<file path="config.mk">
export PLATFORM = sky130hd
export DESIGN_NAME = multicycle_control_flat
export DESIGN_NICKNAME = d
export VERILOG_FILES = /design/src/rtl/mc_pkg.sv /design/src/rtl/mc_if.sv /design/src/rtl/mc_wait_timer.sv /design/src/rtl/multicycle_control.sv /design/src/flat_wrapper.sv
export SDC_FILE = /design/constraint.sdc
export NUM_CORES = 1
export LEC_CHECK = 0
export BUFFER_PORTS_ARGS = -buffer_cell sky130_fd_sc_hd__buf_2
export CORE_UTILIZATION = 45
export CTS_BUF_LIST = sky130_fd_sc_hd__clkbuf_16
export DETAILED_ROUTE_END_ITERATION = 16
export HOLD_SLACK_MARGIN = 0.06
export PLACE_DENSITY = 0.72
export SLEW_MARGIN = 25
export SYNTH_ARGS = -nofsm -noshare
export SYNTH_HDL_FRONTEND = slang
export SYNTH_SLANG_ARGS = --single-unit
</file>
<file path="constraint.sdc">
create_clock -name clock -period 2.7 [get_ports clock]
set_clock_uncertainty 0.1 [all_clocks]
set_input_delay 0.81 -clock clock [delete_from_list [all_inputs] [get_ports clock]]
set_output_delay 0.81 -clock clock [all_outputs]
set_load 0.01 [all_outputs]
</file>
<file path="src/rtl/mc_pkg.sv">
// Shared definitions for the multi-cycle controller: state encodings,
// opcode constants, PC source selects and the control-strobe bundle.
package mc_pkg;

    typedef enum logic [3:0] {
        ST_FETCH    = 4'd0,
        ST_DECODE   = 4'd1,
        ST_EXEC_R   = 4'd2,
        ST_EXEC_I   = 4'd3,
        ST_MEM_ADDR = 4'd4,
        ST_MEM_RD   = 4'd5,
        ST_MEM_WR   = 4'd6,
        ST_WB_ALU   = 4'd7,
        ST_WB_MEM   = 4'd8,
        ST_BRANCH   = 4'd9,
        ST_JUMP     = 4'd10,
        ST_HALT     = 4'd11
    } state_e;

    typedef enum logic [1:0] {
        PC_SRC_SEQ    = 2'd0,   // PC + 4
        PC_SRC_BRANCH = 2'd1,   // branch target
        PC_SRC_JUMP   = 2'd2    // jump target
    } pc_src_e;

    localparam logic [5:0] OP_RTYPE = 6'h00;
    localparam logic [5:0] OP_J     = 6'h02;
    localparam logic [5:0] OP_BEQ   = 6'h04;
    localparam logic [5:0] OP_BNE   = 6'h05;
    localparam logic [5:0] OP_ADDI  = 6'h08;
    localparam logic [5:0] OP_ADDIU = 6'h09;
    localparam logic [5:0] OP_SLTI  = 6'h0A;
    localparam logic [5:0] OP_ANDI  = 6'h0C;
    localparam logic [5:0] OP_ORI   = 6'h0D;
    localparam logic [5:0] OP_LW    = 6'h23;
    localparam logic [5:0] OP_SW    = 6'h2B;

    typedef struct packed {
        logic    pc_write;
        logic    pc_write_cond;
        pc_src_e pc_src;
        logic    ir_write;
        logic    mem_read;
        logic    mem_write;
        logic    iord;
        logic    reg_write;
        logic    reg_dst;
        logic    alu_src;
        logic    mem_to_reg;
    } ctrl_t;

    // First execution state for an opcode; anything unrecognised halts.
    function automatic state_e dispatch(input logic [5:0] op);
        state_e nxt;
        case (op)
            OP_RTYPE:                                 nxt = ST_EXEC_R;
            OP_ADDI, OP_ADDIU, OP_SLTI, OP_ANDI, OP_ORI: nxt = ST_EXEC_I;
            OP_LW, OP_SW:                             nxt = ST_MEM_ADDR;
            OP_BEQ, OP_BNE:                           nxt = ST_BRANCH;
            OP_J:                                     nxt = ST_JUMP;
            default:                                  nxt = ST_HALT;
        endcase
        return nxt;
    endfunction

endpackage

</file>
<file path="src/rtl/mc_if.sv">
// Controller <-> datapath bundle: opcode and memory-ready in, strobes and
// status out. The controller is the master; the datapath is the slave.
interface mc_if;
    logic [5:0]  opcode_in;
    logic        mem_ready_in;
    logic        pc_write_out;
    logic        pc_write_cond_out;
    logic [1:0]  pc_src_out;
    logic        ir_write_out;
    logic        mem_read_out;
    logic        mem_write_out;
    logic        iord_out;
    logic        reg_write_out;
    logic        reg_dst_out;
    logic        alu_src_out;
    logic        mem_to_reg_out;
    logic [3:0]  state_out;
    logic [31:0] retired_out;
    logic        illegal_out;
    logic        timeout_out;

    modport master (
        input  opcode_in, mem_ready_in,
        output pc_write_out, pc_write_cond_out, pc_src_out, ir_write_out,
               mem_read_out, mem_write_out, iord_out, reg_write_out,
               reg_dst_out, alu_src_out, mem_to_reg_out, state_out,
               retired_out, illegal_out, timeout_out
    );

    modport slave (
        output opcode_in, mem_ready_in,
        input  pc_write_out, pc_write_cond_out, pc_src_out, ir_write_out,
               mem_read_out, mem_write_out, iord_out, reg_write_out,
               reg_dst_out, alu_src_out, mem_to_reg_out, state_out,
               retired_out, illegal_out, timeout_out
    );
endinterface

</file>
<file path="src/rtl/mc_wait_timer.sv">
// Consecutive memory-miss counter. expired_o flags that the next miss
// would be the LIMIT-th in a row, so the FSM can abort on that miss while
// a ready in the same cycle still wins.
module mc_wait_timer #(
    parameter int unsigned LIMIT = 255
) (
    input  logic clock,
    input  logic reset,
    input  logic clear_i,
    input  logic count_i,
    output logic expired_o
);
    localparam int CNT_W = (LIMIT > 1) ? $clog2(LIMIT) : 1;
    localparam logic [CNT_W-1:0] LAST = CNT_W'(LIMIT - 1);

    logic [CNT_W-1:0] count_q;
    logic [CNT_W-1:0] count_d;

    // Clear has priority; counting stops at LAST because the FSM aborts there.
    always_comb begin
        count_d = count_q;
        if (clear_i) begin
            count_d = '0;
        end else if (count_i && (count_q != LAST)) begin
            count_d = count_q + 1'b1;
        end
    end

    // Counter register with synchronous active-low reset.
    always_ff @(posedge clock) begin
        // NOTE: non-blocking so every register samples pre-edge values.
        if (!reset) count_q <= '0;
        else        count_q <= count_d;
    end

    assign expired_o = (count_q == LAST);

endmodule

</file>
<file path="src/rtl/multicycle_control.sv">
// Multi-cycle CPU control FSM: Moore-decoded strobes (FETCH's IR/PC load
// also needs mem_ready_in), retired-instruction counter, sticky illegal and
// timeout flags, memory-wait timeout via mc_wait_timer.
module multicycle_control
    import mc_pkg::*;
#(
    parameter int unsigned TIMEOUT_CYCLES = 255
) (
    input  logic clock,
    input  logic reset,
    mc_if.master bus
);
    state_e      state_q, state_d;
    logic [31:0] retired_q, retired_d;
    logic        illegal_q, illegal_d;
    logic        timeout_q, timeout_d;
    logic        r_type_q, r_type_d;     // remembers EXEC_R vs EXEC_I for WB_ALU
    logic        retire;
    logic        wait_count;
    logic        wait_clear;
    logic        wait_last;
    ctrl_t       ctrl_c;
    ctrl_t       ctrl_o;

    mc_wait_timer #(.LIMIT(TIMEOUT_CYCLES)) u_wait_timer (
        .clock     (clock),
        .reset     (reset),
        .clear_i   (wait_clear),
        .count_i   (wait_count),
        .expired_o (wait_last)
    );

    // Next-state, strobe decode, retire and fault detection.
    always_comb begin
        // NOTE: every output defaulted first so no path leaves a latch.
        state_d    = state_q;
        illegal_d  = illegal_q;
        timeout_d  = timeout_q;
        r_type_d   = r_type_q;
        retire     = 1'b0;
        wait_count = 1'b0;
        ctrl_c     = '0;

        case (state_q)
            ST_FETCH: begin
                ctrl_c.mem_read = 1'b1;
                if (bus.mem_ready_in) begin
                    ctrl_c.ir_write = 1'b1;
                    ctrl_c.pc_write = 1'b1;
                    ctrl_c.pc_src   = PC_SRC_SEQ;
                    state_d         = ST_DECODE;
                end else begin
                    wait_count = 1'b1;
                    if (wait_last) begin
                        state_d   = ST_HALT;
                        timeout_d = 1'b1;
                    end
                end
            end
            ST_DECODE: begin
                state_d = dispatch(bus.opcode_in);
                if (state_d == ST_HALT) illegal_d = 1'b1;
            end
            ST_EXEC_R: begin
                r_type_d = 1'b1;
                state_d  = ST_WB_ALU;
            end
            ST_EXEC_I: begin
                ctrl_c.alu_src = 1'b1;
                r_type_d       = 1'b0;
                state_d        = ST_WB_ALU;
            end
            ST_MEM_ADDR: begin
                ctrl_c.alu_src = 1'b1;
                if (bus.opcode_in == OP_LW) begin
                    state_d = ST_MEM_RD;
                end else if (bus.opcode_in == OP_SW) begin
                    state_d = ST_MEM_WR;
                end else begin
                    state_d   = ST_HALT;
                    illegal_d = 1'b1;
                end
            end
            ST_MEM_RD: begin
                ctrl_c.mem_read = 1'b1;
                ctrl_c.iord     = 1'b1;
                if (bus.mem_ready_in) begin
                    state_d = ST_WB_MEM;
                end else begin
                    wait_count = 1'b1;
                    if (wait_last) begin
                        state_d   = ST_HALT;
                        timeout_d = 1'b1;
                    end
                end
            end
            ST_MEM_WR: begin
                ctrl_c.mem_write = 1'b1;
                ctrl_c.iord      = 1'b1;
                if (bus.mem_ready_in) begin
                    state_d = ST_FETCH;
                    retire  = 1'b1;
                end else begin
                    wait_count = 1'b1;
                    if (wait_last) begin
                        state_d   = ST_HALT;
                        timeout_d = 1'b1;
                    end
                end
            end
            ST_WB_ALU: begin
                ctrl_c.reg_write = 1'b1;
                ctrl_c.reg_dst   = r_type_q;
                state_d          = ST_FETCH;
                retire           = 1'b1;
            end
            ST_WB_MEM: begin
                ctrl_c.reg_write  = 1'b1;
                ctrl_c.mem_to_reg = 1'b1;
                state_d           = ST_FETCH;
                retire            = 1'b1;
            end
            ST_BRANCH: begin
                ctrl_c.pc_write_cond = 1'b1;
                ctrl_c.pc_src        = PC_SRC_BRANCH;
                state_d              = ST_FETCH;
                retire               = 1'b1;
            end
            ST_JUMP: begin
                ctrl_c.pc_write = 1'b1;
                ctrl_c.pc_src   = PC_SRC_JUMP;
                state_d         = ST_FETCH;
                retire          = 1'b1;
            end
            ST_HALT: state_d = ST_HALT;
            default: state_d = ST_HALT;
        endcase

        retired_d = retire ? retired_q + 32'd1 : retired_q;
    end

    // Any state change restarts the miss count, covering entry to each wait state.
    assign wait_clear = (state_d != state_q);

    // State and status registers; reset also aborts any access in flight.
    always_ff @(posedge clock) begin
        if (!reset) begin
            state_q   <= ST_FETCH;
            retired_q <= '0;
            illegal_q <= 1'b0;
            timeout_q <= 1'b0;
            r_type_q  <= 1'b0;
        end else begin
            state_q   <= state_d;
            retired_q <= retired_d;
            illegal_q <= illegal_d;
            timeout_q <= timeout_d;
            r_type_q  <= r_type_d;
        end
    end

    // Strobes are forced low for as long as reset is held.
    assign ctrl_o = reset ? ctrl_c : '0;

    assign bus.pc_write_out      = ctrl_o.pc_write;
    assign bus.pc_write_cond_out = ctrl_o.pc_write_cond;
    assign bus.pc_src_out        = ctrl_o.pc_src;
    assign bus.ir_write_out      = ctrl_o.ir_write;
    assign bus.mem_read_out      = ctrl_o.mem_read;
    assign bus.mem_write_out     = ctrl_o.mem_write;
    assign bus.iord_out          = ctrl_o.iord;
    assign bus.reg_write_out     = ctrl_o.reg_write;
    assign bus.reg_dst_out       = ctrl_o.reg_dst;
    assign bus.alu_src_out       = ctrl_o.alu_src;
    assign bus.mem_to_reg_out    = ctrl_o.mem_to_reg;
    assign bus.state_out         = state_q;
    assign bus.retired_out       = retired_q;
    assign bus.illegal_out       = illegal_q;
    assign bus.timeout_out       = timeout_q;

endmodule

</file>
<file path="src/flat_wrapper.sv">
// flat-port wrapper written by rule: the top's interface ports become plain ports
module multicycle_control_flat import mc_pkg::*;
#(
    parameter int unsigned TIMEOUT_CYCLES = 255
)
  (clock, reset, bus_opcode_in, bus_mem_ready_in, bus_pc_write_out, bus_pc_write_cond_out, bus_pc_src_out, bus_ir_write_out, bus_mem_read_out, bus_mem_write_out, bus_iord_out, bus_reg_write_out, bus_reg_dst_out, bus_alu_src_out, bus_mem_to_reg_out, bus_state_out, bus_retired_out, bus_illegal_out, bus_timeout_out);
  mc_if bus_i ();
  input  logic clock;
  input  logic reset;
  input wire logic [$bits(bus_i.opcode_in)-1:0] bus_opcode_in;
  input wire logic [$bits(bus_i.mem_ready_in)-1:0] bus_mem_ready_in;
  output wire logic [$bits(bus_i.pc_write_out)-1:0] bus_pc_write_out;
  output wire logic [$bits(bus_i.pc_write_cond_out)-1:0] bus_pc_write_cond_out;
  output wire logic [$bits(bus_i.pc_src_out)-1:0] bus_pc_src_out;
  output wire logic [$bits(bus_i.ir_write_out)-1:0] bus_ir_write_out;
  output wire logic [$bits(bus_i.mem_read_out)-1:0] bus_mem_read_out;
  output wire logic [$bits(bus_i.mem_write_out)-1:0] bus_mem_write_out;
  output wire logic [$bits(bus_i.iord_out)-1:0] bus_iord_out;
  output wire logic [$bits(bus_i.reg_write_out)-1:0] bus_reg_write_out;
  output wire logic [$bits(bus_i.reg_dst_out)-1:0] bus_reg_dst_out;
  output wire logic [$bits(bus_i.alu_src_out)-1:0] bus_alu_src_out;
  output wire logic [$bits(bus_i.mem_to_reg_out)-1:0] bus_mem_to_reg_out;
  output wire logic [$bits(bus_i.state_out)-1:0] bus_state_out;
  output wire logic [$bits(bus_i.retired_out)-1:0] bus_retired_out;
  output wire logic [$bits(bus_i.illegal_out)-1:0] bus_illegal_out;
  output wire logic [$bits(bus_i.timeout_out)-1:0] bus_timeout_out;
  assign bus_i.opcode_in = bus_opcode_in;
  assign bus_i.mem_ready_in = bus_mem_ready_in;
  assign bus_pc_write_out = bus_i.pc_write_out;
  assign bus_pc_write_cond_out = bus_i.pc_write_cond_out;
  assign bus_pc_src_out = bus_i.pc_src_out;
  assign bus_ir_write_out = bus_i.ir_write_out;
  assign bus_mem_read_out = bus_i.mem_read_out;
  assign bus_mem_write_out = bus_i.mem_write_out;
  assign bus_iord_out = bus_i.iord_out;
  assign bus_reg_write_out = bus_i.reg_write_out;
  assign bus_reg_dst_out = bus_i.reg_dst_out;
  assign bus_alu_src_out = bus_i.alu_src_out;
  assign bus_mem_to_reg_out = bus_i.mem_to_reg_out;
  assign bus_state_out = bus_i.state_out;
  assign bus_retired_out = bus_i.retired_out;
  assign bus_illegal_out = bus_i.illegal_out;
  assign bus_timeout_out = bus_i.timeout_out;
  multicycle_control #(.TIMEOUT_CYCLES(TIMEOUT_CYCLES)) u_core (.clock(clock), .reset(reset), .bus(bus_i));
endmodule
</file>
Yosys cells after proc, flatten, opt, wreduce, memory -nomap -nowiden
Cells that the tools add are included.
{"block": "word_totals", "ff_bits": 47, "in_bits": 9, "output_inout_bits": 50}
{"block": "classes", "n_mux": 31, "reduce_logical": 18, "bitwise_logic": 2, "addsub": 2, "n_eq_ne": 27}
{"cell": "adder 32 x 1 -> 32 bit (second input constant)", "count": 1}
{"cell": "== test 6 x 4 -> 1 bit (second input constant)", "count": 5}
{"cell": "two-way mux 4 bit", "count": 7}
{"cell": "one-hot mux 4 bit (7 select lines)", "count": 1}
{"cell": "one-hot mux 4 bit (5 select lines)", "count": 1}
{"cell": "== test 4 x 3 -> 1 bit (second input constant)", "count": 4}
{"cell": "== test 4 bit (second input constant)", "count": 4}
{"cell": "two-way mux 1 bit", "count": 16}
{"cell": "OR reduction 2 bit", "count": 8}
{"cell": "== test 6 x 3 -> 1 bit (second input constant)", "count": 2}
{"cell": "== test 6 bit (second input constant)", "count": 2}
{"cell": "two-way mux 12 bit", "count": 1}
{"cell": "adder 8 x 1 -> 8 bit (second input constant)", "count": 1}
{"cell": "== test 4 x 2 -> 1 bit (second input constant)", "count": 2}
{"cell": "== test 8 bit (second input constant)", "count": 1}
{"cell": "!= test 8 bit (second input constant)", "count": 1}
{"cell": "one-hot mux 1 bit (2 select lines)", "count": 4}
{"cell": "== test 6 x 2 -> 1 bit (second input constant)", "count": 1}
{"cell": "logical NOT 6 bit", "count": 1}
{"cell": "one-hot mux 2 bit (3 select lines)", "count": 1}
{"cell": "OR reduction 5 bit", "count": 1}
{"cell": "== test 4 x 1 -> 1 bit (second input constant)", "count": 1}
{"cell": "logical NOT 4 bit", "count": 1}
{"cell": "!= test 2 bit (second input constant)", "count": 2}
{"cell": "other kinds (9)", "count": 11}

Depth between registers and ports, before layout
{"block": "logic_depth", "word_depth": 7, "depth_mapped": 8, "ltp_nobuf": 8}

Cells and area by module
Synthesis repeated with hierarchy kept, for this count alone.
{"block": "unflattened", "cells_unflattened": 365, "area_unflattened_um2": 2857.7}
{"mod": "multicycle_control", "area_per_inst_um2": 2398.6, "cells_per_inst": 314, "seq_area_each_um2": 780.7, "instances": 1}
{"mod": "mc_wait_timer", "area_per_inst_um2": 459.2, "cells_per_inst": 51, "seq_area_each_um2": 160.2, "instances": 1}

Worst setup path before layout
Ideal clock, no wire load.
{"block": "synth_path", "kind": "input port to flip-flop", "startpoint": "input bus_mem_ready_in", "endpoint": "register u_core.retired_q[28], in the netlist u_core.bus.retired_out[28]", "arrival_time_ps": 2290, "setup_time_ps": 115, "cell_stages": 7, "setup_slack_ps": 195, "path_buffers": 1, "path_cell_list": "clkbuf_1 > o21ai_0 > o22a_1 > nor4b_4 > nand4_1 > xnor2_1 > and2_1"}
{"block": "synth_between", "elab_chain_cells": 2}
{"item": "from (decl)", "line_no": "flat_wrapper.sv:11", "source": "input wire logic [$bits(bus_i.mem_ready_in)-1:0] bus_mem_ready_in;"}
{"item": "two-way mux 1 bit", "line_no": "multicycle_control.sv:100", "source": "if (bus.mem_ready_in) begin"}
{"item": "one-hot mux 1 bit (2 select lines)", "line_no": "multicycle_control.sv:44", "source": "case (state_q)"}
{"item": "to (signal assigned)", "line_no": "multicycle_control.sv:155", "source": "retired_q <= retired_d;"}
{"item": "to (decl)", "line_no": "multicycle_control.sv:14", "source": "logic [31:0] retired_q, retired_d;"}
No other way between the ends.
A chain may end at the register's enable or synchronous reset.

Worst setup path after layout
{"block": "layout_path", "startpoint": "input reset", "endpoint": "output bus_pc_write_out"}
{"block": "layout_between", "elab_chain_cells": 1}
{"item": "from (decl)", "line_no": "flat_wrapper.sv:9", "source": "input logic reset;"}
{"item": "two-way mux 12 bit", "line_no": "multicycle_control.sv:163", "source": "assign ctrl_o = reset ? ctrl_c : '0;"}
{"item": "to (decl)", "line_no": "flat_wrapper.sv:12", "source": "output wire logic [$bits(bus_i.pc_write_out)-1:0] bus_pc_write_out;"}
No other way between the ends.

==> tab_implementation.tex <==
\begin{tabular}{lr}
\hline
Metric & Value \\
\hline
\multicolumn{2}{l}{\textbf{Timing}} \\
Slew at the pin with the worst max-slew slack & between 0.6 and 0.7 ns \\
Post-route setup TNS & 0 ns \\
Maximum achievable frequency & slightly below 400 MHz \\
Final setup viols & 0 \\
Endpoints failing hold & 0 \\
Worst slack on hold paths & about 0.37 ns \\
Tmin final & between 2 and 3 ns \\
Final worst path period share & 95.32\% \\
Max Transition Viols Final & 0 \\
Worst slew slack as a fraction of its limit & a little under three fifths \\
Unrepaired setup endpoints after global routing & no \\
\multicolumn{2}{l}{\textbf{Critical path}} \\
Reg2reg path depth & 7 \\
Slowest cell on crit path & sky130\_fd\_sc\_hd\_\_or2\_2 \\
R2R Setup Slk & between 0.2 and 0.3 ns \\
Crit end category & output port \\
Crit-path max cell delay & between 0.2 and 0.3 ns \\
Endpoint of the lowest-slack register-to-register path & u\_core.u\_wait\_timer.count\_q[1]\$\_SDFFE\_PP0P\_ \\
Setup crit start kind & input port \\
Crit path top cell by count & sky130\_fd\_sc\_hd\_\_buf\_2 \\
Number of buffers and inverters on the critical path & 2 \\
R2r startpoint & u\_core.bus.state\_out[1]\$\_SDFF\_PN0\_ \\
Signal arrival time at the worst endpoint & between 1.5 and 2 ns \\
CP cell instances & buf\_2, nor2b\_1, and3\_1, or2\_2, buf\_2 \\
CP Data Required Time & between 1.5 and 2 ns \\
Critical path peak fanout & 3 \\
Largest delay share family, worst path & simple AND/OR/NAND/NOR gates \\
Path type of the worst setup path & in -> out \\
\multicolumn{2}{l}{\textbf{Clock tree}} \\
Clock sink total & between 40 and 50 \\
CTS clk-pin slew, worst paths & roughly 0.06 ns \\
Clk Tree Root Cell & sky130\_fd\_sc\_hd\_\_clkbuf\_16 \\
Number of setup buffers added after CTS & 0 \\
CTS tree & done \\
Maximum root-to-sink buffer count & 2 \\
H-tree Lvls & 2 \\
CTS buffer count & 5 \\
Clock Latency Late Sink & about 0.29 ns \\
\multicolumn{2}{l}{\textbf{Layout}} \\
Leading cell type in the layout, fill and taps excluded & sky130\_fd\_sc\_hd\_\_buf\_2 \\
Number of filler instances in the final layout & about 580 \\
Number of nets at the end of the flow & 427 \\
Antenna diode count & 0 \\
Layout overhead on the synthesized area & 21.39\% \\
Share of layout cells above drive strength 1 & between 20\% and 30\% \\
Final design utilization & 57.39\% \\
Leading cell types in the layout, fill and taps excluded & 58 x sky130\_fd\_sc\_hd\_\_buf\_2, 46 x sky130\_fd\_sc\_hd\_\_dfxtp\_1, 31 x sky130\_fd\_sc\_hd\_\_and2\_1, 21 x sky130\_fd\_sc\_hd\_\_xnor2\_1, 20 x sky130\_fd\_sc\_hd\_\_nor2\_1 \\
Non-Filler Instances & roughly 500 \\
\multicolumn{2}{l}{\textbf{Yosys}} \\
Fraction of synthesized cell area taken by the top area cell type & 33.03\% \\
Count of unique library cells instantiated by Yosys & 55 \\
Largest cells by area after synthesis & sky130\_fd\_sc\_hd\_\_dfxtp\_1 33\%, sky130\_fd\_sc\_hd\_\_and2\_1 6.8\%, sky130\_fd\_sc\_hd\_\_xnor2\_1 6.5\%, sky130\_fd\_sc\_hd\_\_xor2\_1 4.6\%, sky130\_fd\_sc\_hd\_\_nor4\_1 3.7\% \\
Sequential element share of the synthesized area & 33.03\% \\
Register bit total from synthesis & 47 \\
Synthesized area divided by synthesized cell count & roughly 8.2 um\^{}2 \\
Synthesis warning total & 0 \\
Synth area leader & sky130\_fd\_sc\_hd\_\_dfxtp\_1 \\
Prevailing post-synth register cell & sky130\_fd\_sc\_hd\_\_dfxtp\_1 \\
Post-Synthesis Net Count & $\sim$360 \\
FFs w/ async S/R, synth & 0\% \\
Post-synthesis instance total & 349 \\
Post-synthesis instance area & between 2000 and 3000 um\^{}2 \\
Number of synthesized flops with an enable pin & 0 \\
\multicolumn{2}{l}{\textbf{Worst hold path}} \\
Startpoint of the most critical hold path & u\_core.bus.illegal\_out\$\_SDFFE\_PN0P\_ \\
Hold/Removal Path Class & reg -> reg \\
Hold path endpoint & u\_core.bus.illegal\_out\$\_SDFFE\_PN0P\_ \\
Number of instances on the worst hold path & 1 \\
\multicolumn{2}{l}{\textbf{GRT}} \\
Aggregate global routing overflow & 0 \\
Vias in the first global route & between 2000 and 2500 \\
Antenna violations before repair & 0 \\
First-pass GRT wire length & roughly 11000 um \\
GRT Resource Usage Total & 21.86\% \\
Pin count of the biggest net entering global routing & between 40 and 50 \\
\multicolumn{2}{l}{\textbf{Detailed routing}} \\
Routed Antenna Nets & 0 \\
Initial DRC count & 123 \\
First-pass iteration count of the detailed router & 4 \\
Avg Vias per Cell & 5.656 \\
Total Routed Length & between 6000 and 7000 um \\
DRC & 0 \\
Per-cell routed wire length & about 14 um \\
Total vias in the final route & around 2800 \\
\multicolumn{2}{l}{\textbf{Power and ir drop}} \\
Leak & around 1.5 nW \\
Power density over the cells & 735.3 nW/um\^{}2 \\
Sequential cell fraction of total power & around a third \\
Switching Power & 1.006 mW \\
Cell-internal power & $\sim$1.5 mW \\
Total power draw & about 2.5 mW \\
Largest vdd supply drop & 461.2 uV \\
Net switching fraction of the power & between 30\% and 40\% \\
Combinational power share & a little over two fifths \\
Clk pwr share & 24.2\% \\
\multicolumn{2}{l}{\textbf{Floorplanning}} \\
Die outline area & $\sim$6700 um\^{}2 \\
Count of boundary I/O pins & a little under 60 \\
Rows & 28 \\
Core footprint & 6026 um\^{}2 \\
Die Y & slightly above 80 um \\
Initial standard-cell utilization of the core & between 40\% and 50\% \\
Die Width & approximately 82 um \\
\multicolumn{2}{l}{\textbf{Flow run}} \\
Number of max-cap violations & 0 \\
\multicolumn{2}{l}{\textbf{Placed design}} \\
Gp weighted congestion & 0.9357 \\
DPL Wire Length & 5114 um \\
Number of port buffers & 58 \\
Post-placement cell count & 483 \\
\multicolumn{2}{l}{\textbf{Run status}} \\
Result of the run & completed \\
\hline
\end{tabular}
## worst max-delay path by stage
stage	from	slack (ns)	cells past startpoint	end
after floorplan	bus_mem_ready_in	0.20	7	u_core.bus.retired_out[28]$_SDFFE_PN0P_
after global placement	bus_opcode_in[1]	0.02	7	u_core.u_wait_timer.count_q[0]$_SDFFE_PP0P_
after detailed placement	bus_opcode_in[1]	-0.05	7	u_core.u_wait_timer.count_q[7]$_SDFFE_PP0P_
after CTS	u_core.bus.state_out[3]$_SDFF_PN0_	0.05	4	bus_pc_write_out
after global routing	u_core.bus.state_out[0]$_SDFF_PN0_	0.02	6	bus_alu_src_out
final	reset	0.13	5	bus_pc_write_out
## what timing repair did
item | in CTS | in global routing
hold endpoints to repair | 0 | 0
endpoints found under the setup margin | 1 | 9
hold buffers | 0 | 0
resized for setup | 1 | 2
## synthesized netlist by cell type, types with 2 or more instances
cell type	n
sky130_fd_sc_hd__o21ai_0	11
sky130_fd_sc_hd__o22ai_1	4
sky130_fd_sc_hd__buf_2	2
sky130_fd_sc_hd__xor2_1	15
sky130_fd_sc_hd__nand4_1	13
sky130_fd_sc_hd__nor2_1	20
sky130_fd_sc_hd__inv_1	13
sky130_fd_sc_hd__a21boi_0	5
sky130_fd_sc_hd__dfxtp_1	47
sky130_fd_sc_hd__ha_1	3
sky130_fd_sc_hd__nand2_1	19
sky130_fd_sc_hd__and3_1	8
sky130_fd_sc_hd__a211oi_1	2
sky130_fd_sc_hd__or3_1	5
sky130_fd_sc_hd__nor3_1	19
sky130_fd_sc_hd__xnor2_1	21
sky130_fd_sc_hd__nand2b_1	2
sky130_fd_sc_hd__and2_1	31
sky130_fd_sc_hd__or2_2	5
sky130_fd_sc_hd__and4_1	6
sky130_fd_sc_hd__nor4_1	17
sky130_fd_sc_hd__a21oi_1	11
sky130_fd_sc_hd__o21a_1	3
sky130_fd_sc_hd__nor2b_1	7
sky130_fd_sc_hd__clkbuf_1	12
sky130_fd_sc_hd__nand3_1	19
## worst reg2reg max path: cells and delay by family (launching register included)
| family | cells | cell delay [ns] |
|---|---|---|
| DFF | 1 | 0.58 |
| AOI/OAI and AO/OA | 3 | 0.89 |
| buffers and inverters | 1 | 0.24 |
| and+or+nand+nor | 3 | 0.50 |
## final cells by class
class | count | area (um^2) | area share, %
inverter | 13 | 48.80 | 1.411
tap | 75 | 93.84 | 2.713
sequential | 47 | 942.2 | 27.24
multi-input combinational | 272 | 1790 | 51.77
timing repair buffer | 76 | 437.9 | 12.66
clock inverter | 3 | 20.02 | 0.5789
clock buffer | 5 | 125.1 | 3.618
## power by group through the flow
stage	combinational, mW	clock (mW)	sequential [mW]
final	1.08	0.615	0.851
after global routing	1.19	0.652	0.861
after CTS	1.06	0.625	0.846
after detailed placement	1.05	0	0.860
after global placement	1.04	0	0.859
after floorplan	0.770	0	0.822
## layer usage
layer	global-route usage, %	part of all wire, %	vias to the layer above
li1	-	-	1386
met3	3.667	5.5	9
met2	37.67	47	86
met5	0	0	-
met1	27.60	46	1296
met4	7.018	1.5	0
## cells by family (layout without fill, tap and decap cells)
kind of cell | count (synthesis) | after routing | synth area share [%]
buffers and inverters | 30 | 97 | 4.436
adders and majority gates | 4 | 4 | 1.669
xor gates and xnor gates | 36 | 36 | 11.07
and+or+nand+nor | 179 | 179 | 36.80
muxes | 1 | 1 | 0.3514
DFF | 47 | 47 | 33.03
AOI/OAI and AO/OA | 52 | 52 | 12.65
## flip-flops by register name, indices dropped and copies added (netlist names)
register and cells:
u_core.bus.illegal_out 1, u_core.bus.retired_out 32, u_core.bus.state_out 4, u_core.bus.timeout_out 1
u_core.r_type_q 1, u_core.u_wait_timer.count_q 8
## per-stage QoR
stage / cell area [um^2] / setup slack [ns]
floorplan: 2849 / 0.1955
global placement: 3303 / 0.02109
detailed placement: 3303 / -0.05415
CTS: 3450 / 0.05296
global route: 3458 / 0.01587
finish: 3458 / 0.1263
Power figures use the tool's default switching activity.
